<file path="config.mk">
export PLATFORM = sky130hd
export DESIGN_NAME = delay_vec_rr_sched_flat
export DESIGN_NICKNAME = d
export VERILOG_FILES = /design/src/rtl/delay_vec_rr_sched_if.sv /design/src/rtl/delay_vec_rr_sched.sv /design/src/flat_wrapper.sv
export SDC_FILE = /design/constraint.sdc
export NUM_CORES = 1
export LEC_CHECK = 0
export CORE_AREA = 4 4 129 131
export CTS_CLUSTER_DIAMETER = 30
export DETAILED_ROUTE_END_ITERATION = 8
export DIE_AREA = 0 0 133 135
export PLACE_DENSITY_LB_ADDON = 0.08
export SLEW_MARGIN = 20
export SYNTH_ARGS = -nofsm -noshare
export SYNTH_HDL_FRONTEND = slang
export SYNTH_SLANG_ARGS = --single-unit
</file>
<file path="constraint.sdc">
create_clock -name clk -period 3.4 [get_ports clk]
set_clock_uncertainty 0.1 [all_clocks]
set_input_delay 0.68 -clock clk [delete_from_list [all_inputs] [get_ports clk]]
set_output_delay 0.68 -clock clk [all_outputs]
set_load 0.005 [all_outputs]
</file>
<file path="src/rtl/delay_vec_rr_sched_if.sv">
// delay_vec_rr_sched_if: requester, drain and result bundle of the shared delay pipeline
interface delay_vec_rr_sched_if #(
  parameter int DELAY  = 1,
  parameter int WIDTH  = 16,
  parameter int LENGTH = 4,
  parameter int NREQ   = 4,
  parameter int IDW    = $clog2(NREQ),
  parameter int CW     = $clog2(DELAY + 1)
);
  logic [NREQ-1:0]                         req_valid;
  logic [NREQ-1:0][LENGTH-1:0][WIDTH-1:0]  req_data;
  logic [NREQ-1:0]                         req_ready;
  logic                                    drain;
  logic                                    idle;
  logic                                    out_valid;
  logic [IDW-1:0]                          out_id;
  logic [LENGTH-1:0][WIDTH-1:0]            out_data;
  logic [CW-1:0]                           inflight;
  modport master (output req_valid, req_data, drain,
                  input  req_ready, idle, out_valid, out_id, out_data, inflight);
  modport slave  (input  req_valid, req_data, drain,
                  output req_ready, idle, out_valid, out_id, out_data, inflight);
endinterface

</file>
<file path="src/rtl/delay_vec_rr_sched.sv">
// delay_vec_rr_sched: round-robin launch of requester vectors into a tagged fixed-latency pipeline with drain/idle control
module delay_vec_rr_sched #(
  parameter int DELAY  = 1,
  parameter int WIDTH  = 16,
  parameter int LENGTH = 4,
  parameter int NREQ   = 4,
  parameter int IDW    = $clog2(NREQ)
) (
  input logic clk,
  input logic rst,
  delay_vec_rr_sched_if.slave bus
);
  localparam int CW = $clog2(DELAY + 1);
  typedef enum logic [1:0] {RUN, DRAIN, IDLE} state_t;
  typedef logic [LENGTH-1:0][WIDTH-1:0] vec_t;
  state_t state, state_nx;
  logic [IDW-1:0] ptr, gidx, cand;
  logic [NREQ-1:0] gnt;
  logic launch;
  logic [DELAY-1:0] pv;
  logic [IDW-1:0] pid [DELAY];
  vec_t pd [DELAY];
  logic [CW-1:0] cnt;
  // scan downward so the candidate nearest ptr+1 is the one that sticks
  always_comb begin
    gidx = '0;
    cand = '0;
    for (int k = NREQ; k >= 1; k--) begin
      cand = IDW'((int'(ptr) + k) % NREQ);
      gidx = bus.req_valid[cand] ? cand : gidx;
    end
    gnt = (state == RUN && |bus.req_valid) ? NREQ'(1) << gidx : '0;
  end
  assign launch = |gnt;
  always_comb begin
    state_nx = state;
    case (state)
      RUN:     state_nx = bus.drain ? DRAIN : RUN;
      DRAIN:   state_nx = !bus.drain ? RUN : (cnt == '0 ? IDLE : DRAIN);
      IDLE:    state_nx = bus.drain ? IDLE : RUN;
      default: state_nx = RUN;
    endcase
  end
  always_ff @(posedge clk) begin
    if (rst) begin
      state <= RUN;
      ptr   <= IDW'(NREQ - 1);
      cnt   <= '0;
      pv    <= '0;
      for (int s = 0; s < DELAY; s++) begin
        pid[s] <= '0;
        pd[s]  <= '0;
      end
    end else begin
      state <= state_nx;
      if (launch) ptr <= gidx;
      cnt   <= cnt + CW'(launch) - CW'(pv[DELAY-1]);
      pv[0]  <= launch;
      pid[0] <= launch ? gidx : '0;
      pd[0]  <= launch ? bus.req_data[gidx] : '0;
      for (int s = 1; s < DELAY; s++) begin
        pv[s]  <= pv[s-1];
        pid[s] <= pid[s-1];
        pd[s]  <= pd[s-1];
      end
    end
  end
  assign bus.req_ready = gnt;
  assign bus.out_valid = pv[DELAY-1];
  assign bus.out_id    = pid[DELAY-1];
  assign bus.out_data  = pd[DELAY-1];
  assign bus.inflight  = cnt;
  assign bus.idle      = state == IDLE;
endmodule
</file>
<file path="src/flat_wrapper.sv">
// flat-port wrapper written by rule: the top's interface ports become plain ports
module delay_vec_rr_sched_flat 
#(
  parameter int DELAY  = 1,
  parameter int WIDTH  = 16,
  parameter int LENGTH = 4,
  parameter int NREQ   = 4,
  parameter int IDW    = $clog2(NREQ)
)
  (clk, rst, bus_req_valid, bus_req_data, bus_drain, bus_req_ready, bus_idle, bus_out_valid, bus_out_id, bus_out_data, bus_inflight);
  delay_vec_rr_sched_if #(.DELAY(DELAY), .WIDTH(WIDTH), .LENGTH(LENGTH), .NREQ(NREQ), .IDW(IDW)) bus_i ();
  input logic clk;
  input logic rst;
  input wire logic [$bits(bus_i.req_valid)-1:0] bus_req_valid;
  input wire logic [$bits(bus_i.req_data)-1:0] bus_req_data;
  input wire logic [$bits(bus_i.drain)-1:0] bus_drain;
  output wire logic [$bits(bus_i.req_ready)-1:0] bus_req_ready;
  output wire logic [$bits(bus_i.idle)-1:0] bus_idle;
  output wire logic [$bits(bus_i.out_valid)-1:0] bus_out_valid;
  output wire logic [$bits(bus_i.out_id)-1:0] bus_out_id;
  output wire logic [$bits(bus_i.out_data)-1:0] bus_out_data;
  output wire logic [$bits(bus_i.inflight)-1:0] bus_inflight;
  assign bus_i.req_valid = bus_req_valid;
  assign bus_i.req_data = bus_req_data;
  assign bus_i.drain = bus_drain;
  assign bus_req_ready = bus_i.req_ready;
  assign bus_idle = bus_i.idle;
  assign bus_out_valid = bus_i.out_valid;
  assign bus_out_id = bus_i.out_id;
  assign bus_out_data = bus_i.out_data;
  assign bus_inflight = bus_i.inflight;
  delay_vec_rr_sched #(.DELAY(DELAY), .WIDTH(WIDTH), .LENGTH(LENGTH), .NREQ(NREQ), .IDW(IDW)) u_core (.clk(clk), .rst(rst), .bus(bus_i));
endmodule
</file>
Word level (Yosys, flattened, before mapping)
Memory sizes are Yosys's and may differ from the RTL's. Cells that the tools add are included.

Add/subtract/negate cells: 6. $lt $le $gt $ge: 5. Eq/ne operators: 2. Shift-type cells: 1. Muxes and demuxes: 29. Reductions and logical operators: 6.

Operator list (number): $mux 64 (3); $bmux 64 s2 (1); $reduce_or 64->1 (1); $mux 2 (9); $lt 2x3->1 const B (5); $mux 1 (10); $bmux 1 s2 (4); $reduce_or 4->1 (2); $pmux 2 s3 (1); $add 2x1->2 const B (2); $add 2x2->2 const B (2); $mux 4 (1); $shl 1x2->4 const A (1); $eq 2x1->1 const B (1); $eq 2x2->1 const B (1); $logic_not 2->1 (1); $reduce_or 2->1 (1); $add 1x1->1 (1); $logic_and 1x1->1 (1); $sub 1x1->1 (1).

Bits in registers: 6. RAM bits: 66. Input bits: 263. Output and inout port bits: 73. Word-level logic and storage cells: 55. Memories kept: 2.

Memories: u_core.pd (words 1, width 64, rd ports 1, clocked after memory_dff 0, wr ports 1, RTL line delay_vec_rr_sched.sv:22) `vec_t pd [DELAY];`; u_core.pid (words 1, width 2, rd ports 1, clocked after memory_dff 0, wr ports 1, RTL line delay_vec_rr_sched.sv:21) `logic [IDW-1:0] pid [DELAY];`.

Longest topological paths before layout
Gate-level depths: netlist of the first run.

Depth in word-level cells: 12. Depth in mapped cells: 8. Depth with buffers taken out: 5.

Worst setup path after synthesis of the first run
OpenSTA, ideal clock, no wires.

Kind: input to output. From: in bus_req_valid[3]. To: out bus_req_ready[0]. Arrival: 1.732 ns. Required time: 2.620 ns. Slack: 0.888 ns. Cell stages on the path: 8. Buffers on the path: 3. Cell sequence: inv_1 o22ai_1 a211oi_2 buf_6 buf_12 buf_12 inv_2 nor3_1.

Longest elaborated chain between the ends: 8. Elaborated cells between the ends (all ways): 16. Classes of those cells: shift: 1; mux: 13; reduce/logical: 2.

Ends and longest elaborated chain: start: declaration (RTL line flat_wrapper.sv:14) `input wire logic [$bits(bus_i.req_valid)-1:0] bus_req_valid;`; $bmux 1 s2 (RTL line delay_vec_rr_sched.sv:30) `gidx = bus.req_valid[cand] ? cand : gidx;`; $mux 1 (not written as such) (RTL line delay_vec_rr_sched.sv:30); $mux 2 (4 in a row) (RTL line delay_vec_rr_sched.sv:30); $shl 1x2->4 (RTL line delay_vec_rr_sched.sv:32) `gnt = (state == RUN && |bus.req_valid) ? NREQ'(1) << gidx : '0;`; $mux 4 * (RTL line delay_vec_rr_sched.sv:32); end: declaration (RTL line flat_wrapper.sv:17) `output wire logic [$bits(bus_i.req_ready)-1:0] bus_req_ready;`.

Mark *: on every way between the ends. The rest lies on a longest branch, timed or not. The select of a mux whose other input is x is not followed.

Worst setup path after layout of the first run
From: in bus_req_valid[0]. To: out bus_req_ready[0].

The elaborated chain is that of the path after synthesis.

==> impl_metrics.toml, run 1 <==
[setup_path]
cp.required_ns = 2.62
worstPathMaxFanout = 4
crit_top_cell = "clkdlybuf4s50_1"
r2r_end = "u_core.pd[0][59]"
slowest_stage = "clkdlybuf4s50_1"
startpoint_type = "input pin"
r2r_setup_slack_ns = 1.00
worst-setup-path-type = "in -> out"
crit_chain = "clkdlybuf4s50_1 > o22ai_1 > a211oi_4 > inv_2 > nor3_1 > clkdlybuf4s50_1"
arrival_ns = 2.55
worstRegToRegCells = 7
slowest_delay_ns = 0.60
crit_path_end_kind = "output port"
worstReg2RegStart = "u_core.ptr[0]"

[detailed_routing]
vias = 3873
firstDrtPassIters = 4
ant_nets = 0
drc = 0
wl_um = 15500
dr.first_iter.drc_count = 89
avgRoutedWirePerCell_um = 17.5
viasPerCell = 4.40

[pwr]
intPower_mw = 2.37
sw_frac_of_total = 0.258
power_mw = 3.19
p_comb_frac = 0.366
total_leakage_power_nw = 3.11
peakVddDrop_uv = 225
switchingPower_uw = 825
pwr-share-clk = 0.320
power_density_nw_per_um2 = 428
power_frac_seq = 0.314

[sta]
timing.hold.ws_ns = 0.376
drv_slew = 0
slew_headroom = 0.484
rsz0062_at_grt = "no"
hold_viol = 0
worstMarginPinSlew_ns = 0.774
post-route-period-util = 0.979
fin_setup_tns_ns = 0
worst_slack_ns = 0.0705
fmax_mhz = 300
period_minus_slack_ns = 3.33
setup_viol = 0

[die]
dieArea_um2 = 18000
start_util = 0.234
rows = 46
fp.dieH_um = 135
core_area_um2 = 15600
die_x_um = 133
ios = 336

[yosys]
yosys.cell_count.top_type = "mux2i_1"
synthFlopType = "dfxtp_1"
ys_seq_area_frac = 0.394
synthArstFlopShare = 0
ys_seq_elements = 72
syn-num-nets = 593
synth_area_um2 = 3650
synth_commonest_cells = "mux2i_1, dfxtp_1, o22ai_1"
synth_edf_count = 0
syn_avg_cell_area_um2 = 11.1
ys.warnings.count = 0
ys_types = 26
synth_area_leaders = "dfxtp_1, mux2i_1, o22ai_1, buf_12, buf_2"
yosysTopAreaCellShare = 0.394
syn_inst = 330
synth_top_area_cell = "dfxtp_1"

[cells_and_area]
drive_above_1_share = 0.0541
area_growth_pct = 104
n_antenna_cell = 0
design_area_um2 = 7460
final_nets = 923

[place]
dp_hpwl_um = 12300
place_area_um2 = 7140
port_buffers = 335
pre_cts_slack_ns = 0.0783
gp_congestion = 0.843

[global_route]
grt_pass1_vias = 4192
grt_util_all_layers = 0.163
grt_max_degree = 83
grt-ovfl-total = 0
antenna_found_initial = 0
grt_pass1_wl_um = 23100

[min_path]
hold_path.class = "reg -> reg"
min_from = "u_core.state[1]"
whs_path_depth = 1
holdPathEnd = "u_core.state[0]"

[clocking]
cts_max_level = 3
cts_buffer_depth = 2
clockRootBuffer = "clkbuf_16"
clock_latency_ns = 0.33
cts.sinks = 72
clk_pin_slew_ns = 0.05
cts_buffers = 9
cts_tree = "yes"
holdBufCountCts = 0

[run_status]
outcome = "finished, final reports clean"

[run]
maxCapViolCount = 0
==> flip-flops by register name (all words and copies together) (netlist names) <==
name and cells:
u_core.state 2, u_core.ptr 2, u_core.bus.inflight 1, u_core.bus.out_valid 1
u_core.pd 64, u_core.pid 2
==> through the flow <==
stage	utilization	std cells
2_1_floorplan	-	330
3_3_place_gp	0.457	865
3_5_place_dp	0.457	865
4_1_cts	0.478	881
5_1_grt	0.478	881
6_report	0.478	881
==> cell usage in the layout, fill, tap and decap left out, types with 3 or more instances in the layout <==
cell type,synthesis,layout
clkdlybuf4s50_1,0,335
mux2i_1,128,128
dfxtp_1,72,72
o22ai_1,66,66
buf_4,2,10
clkbuf_16,0,9
nor2_1,5,5
nand2b_1,5,4
nor3_1,4,4
nor2b_1,3,3
clkbuf_1,1,3
buf_12,8,3
==> kinds of logic (layout without fill, tap and decap cells) <==
logic type	count (synthesis)	in the layout	synth area share
flops	72	72	0.394
simple gates	20	20	0.0281
xor+xnor	2	2	0.00479
compound gates	75	75	0.139
mux	128	128	0.351
buf+inv	33	368	0.0835
==> power by group through the flow <==
stage | Sequential, mW | Clock [mW] | Combinational [mW]
CTS | 1.01 | 1.05 | 1.19
floorplan | 1.04 | 0 | 0.560
global placement | 1.02 | 0 | 1.17
detailed placement | 1.02 | 0 | 1.18
finish | 1.00 | 1.02 | 1.17
global route | 1.02 | 1.08 | 1.25
==> how the worst max path moves through the flow <==
stage                           from               end  slack (ns)  cells past startpoint
floorplan           bus_req_valid[3]  bus_req_ready[0]        0.89                      8
global placement    bus_req_valid[0]  bus_req_ready[0]        0.11                      6
detailed placement  bus_req_valid[0]  bus_req_ready[0]        0.08                      6
CTS                 bus_req_valid[0]  bus_req_ready[0]        0.06                      6
global route        bus_req_valid[0]  bus_req_ready[0]       0.006                      6
finish              bus_req_valid[0]  bus_req_ready[0]        0.07                      6
==> area by class of cell <==
class	count	area, um^2
Fill cell	1486	8140
Timing Repair Buffer	348	3490
Tap cell	216	270
Inverter	4	15.0
Clock inverter	3	65.1
Multi-Input combinational cell	225	1930
Clock buffer	13	250
Sequential cell	72	1440
==> critical path, delay by kind of cell <==
| kind | cells | cell delay [ns] |
|---|---|---|
| AO/OA/AOI/OAI | 2 | 0.49 |
| buffers and inverters | 3 | 1.19 |
| AND/OR/NAND/NOR | 1 | 0.19 |
==> metal layers <==
metal | track usage | share of wire | up-vias
met3 | 0.0563 | 0.082 | 27
li1 | - | - | 1912
met4 | 0.0664 | 0.028 | 0
met5 | 0 | 0 | -
met1 | 0.165 | 0.35 | 1763
met2 | 0.307 | 0.54 | 171
==> what timing repair did <==
action / in CTS / in global routing
buffers inserted: 0 / 0
setup endpoints to repair: 0 / 2
gates resized for setup: 0 / 1
(Power assumes the default switching activity.)
==> inputs of run 2 (changes only) <==
--- a/config.mk
+++ b/config.mk
@@ -5,10 +5,12 @@
 export SDC_FILE = /design/constraint.sdc
 export NUM_CORES = 1
 export LEC_CHECK = 0
-export CORE_AREA = 4 4 129 131
+export ABC_AREA = 1
+export CORE_ASPECT_RATIO = 0.75
+export CORE_MARGIN = 4
+export CORE_UTILIZATION = 35
 export CTS_CLUSTER_DIAMETER = 30
 export DETAILED_ROUTE_END_ITERATION = 8
-export DIE_AREA = 0 0 133 135
 export PLACE_DENSITY_LB_ADDON = 0.08
 export SLEW_MARGIN = 20
 export SYNTH_ARGS = -nofsm -noshare
==> constraint.sdc (replaced) <==
create_clock -name clk -period 3.4 [get_ports clk]
set_clock_uncertainty 0.1 [all_clocks]
set_input_delay 0.68 -clock clk [delete_from_list [all_inputs] [get_ports clk]]
set_output_delay 0.68 -clock clk [all_outputs]
set_load 0.1 [all_outputs]
==> impl_metrics.toml, run 2 <==
[run_status]
outcome = "finished, final reports clean"

[yosys]
yosys.cell_count.top_type = "nand2_1"
ys_seq_area_frac = 0.299
yosysTopAreaCellShare = 0.299
ys.warnings.count = 0
synthFlopType = "dfxtp_1"
syn_inst = 849
ys_seq_elements = 72
synth_top_area_cell = "dfxtp_1"
synthArstFlopShare = 0
synth_commonest_cells = "nand2_1, nand3_1, inv_1"
synth_edf_count = 0
syn-num-nets = 1112
synth_area_um2 = 4820
synth_area_leaders = "dfxtp_1, nand2_1, nand3_1, inv_1, a21oi_1"
syn_avg_cell_area_um2 = 5.68
ys_types = 24

[global_route]
grt_use_met3 = 0.0830
grt-ovfl-total = 0
grt_pass1_wl_um = 29600
global_route.peak_usage_layer = "met2"
grt_pass1_vias = 5674
grt_max_degree = 130
use_met1 = 0.266
antenna_found_initial = 1
use_met2 = 0.430
grt_util_all_layers = 0.238

[cells_and_area]
drive_above_1_share = 0.0967
final_cell_count_no_fill = 1320
layout_common_cells = "nand2_1, clkdlybuf4s50_1, nand3_1"
layout_commonest_cell = "nand2_1"
area_growth_pct = 74.0
largest_register_ffs = 64
final_util = 0.634
final_nets = 1406
regMostFlops = "u_core.pd"

[pwr]
intPower_mw = 3.48
pwr-share-clk = 0.119
switchingPower_mw = 5.17
power_frac_seq = 0.147
sw_frac_of_total = 0.598
p_comb_frac = 0.734
total_leakage_power_nw = 4.31
power_density_nw_per_um2 = 1030
peakVddDrop_uv = 896

[sta]
hold_viol = 0
period_minus_slack_ns = 3.19
slew_headroom = 0.605
fmax_mhz = 313
setup_viol = 0
fin_setup_tns_ns = 0
rsz0062_at_grt = "no"
worstMarginPinSlew_ns = 0.593
drv_slew = 0
post-route-period-util = 0.939

[clocking]
ctsResizeCount = 0
clockRootBuffer = "clkbuf_16"
clock_latency_ns = 0.32
cts_buffers = 9
clk_pin_slew_ns = 0.06
cts_setup_buffers = 0
holdBufCountCts = 0
cts_tree = "yes"
cts.sinks = 72
cts_max_level = 3
cts_buffer_depth = 2

[min_path]
hold_path.class = "reg -> reg"

[detailed_routing]
drc = 0
firstDrtPassIters = 5
avgRoutedWirePerCell_um = 15.4
vias = 6151
viasPerCell = 4.66
ant_nets = 0
wl_um = 20400
dr.first_iter.drc_count = 396

[die]
fp.dieH_um = 110
start_util = 0.364
dieArea_um2 = 15700
core_area_um2 = 13200
rows = 36
ios = 336
die_x_um = 144

[setup_path]
cp.required_ns = 2.62
worst-setup-path-type = "in -> out"
startpoint_type = "input pin"
arrival_ns = 2.41
worstPathMaxFanout = 6
crit_path_end_kind = "output port"

[place]
gp_congestion = 0.900
port_buffers = 335
dp_hpwl_um = 14900
post-place-cells = 1303

[run]
maxCapViolCount = 0
-- run 2: cell types whose count changed in the layout (fill, tap and decap cells not counted), sizes merged, moves of 5 or more --
cell	change
nand2	+287
nand3	+197
inv	+140
mux2i	-128
clkdlybuf4s50	-73
buf	+72
o22ai	-66
a21oi	+65
nand2b	-5
-- run 2: layout make-up --
cell class,count,area (um^2)
fill,1307,4850
timing repair buffer,347,3340
multi-input combinational,569,2530
sequential,72,1440
inverter,144,546
clock buffer,10,239
tap,171,214
clock inverter,6,82.6
antenna,1,2.50
-- run 2: stage by stage --
step / cell area [um^2] / setup slack (ns) / power (mW) / hold slack, ns
after floorplan: 4830 / -0.333 / 6.15 / 0.320
after global placement: 8070 / 0.252 / 7.64 / 0.384
after detailed placement: 8070 / 0.202 / 7.66 / 0.382
after CTS: 8390 / 0.200 / 8.72 / 0.397
after global routing: 8390 / 0.0839 / 9.20 / 0.429
final: 8390 / 0.206 / 8.65 / 0.401
-- run 2: logic make-up (layout without fill, tap and decap cells) --
| family | Yosys count | count (layout) | share of synthesized area |
|---|---|---|---|
| AND/OR/NAND/NOR | 494 | 494 | 0.440 |
| buffers and inverters | 208 | 507 | 0.181 |
| AO/OA/AOI/OAI | 74 | 74 | 0.0786 |
| flip-flops | 72 | 72 | 0.299 |
| XOR/XNOR | 1 | 1 | 0.00182 |
| other | 0 | 1 | 0 |
-- run 2: worst paths after layout --
check	start	to	slack [ns]	cells past startpoint
worst max register to register	u_core.ptr[0]	u_core.pd[0][38]	1.05	13
worst max-delay path	bus_req_valid[1]	bus_req_ready[1]	0.21	12
worst min-delay path	u_core.state[0]	u_core.state[0]	0.40	1
worst min register to register	u_core.state[0]	u_core.state[0]	0.40	1
-- run 2: per-layer routing --
layer | vias up | share of wire
li1 | 3218 | -
met1 | 2658 | 0.38
met2 | 245 | 0.49
met3 | 30 | 0.10
met4 | 0 | 0.027
met5 | - | 0
-- run 2: power by group through the flow --
stage / logic [mW] / registers (mW) / clock network (mW)
3_3_place_gp: 6.36 / 1.28 / 0
3_5_place_dp: 6.38 / 1.28 / 0
5_1_grt: 6.81 / 1.30 / 1.09
4_1_cts: 6.39 / 1.27 / 1.05
6_report: 6.35 / 1.27 / 1.03
2_1_floorplan: 2.63 / 3.52 / 0
-- run 2: critical path, stage by stage --
cell and delay [ns]:
clkdlybuf4s50_1 0.46, inv_1 0.07, o21ai_1 0.20, nand2_1 0.08, nand2_1 0.07, nand2_1 0.11
nand2_2 0.11, nand2_4 0.07, nand2_4 0.09, nand2_1 0.08, nor2_1 0.19, buf_12 0.21
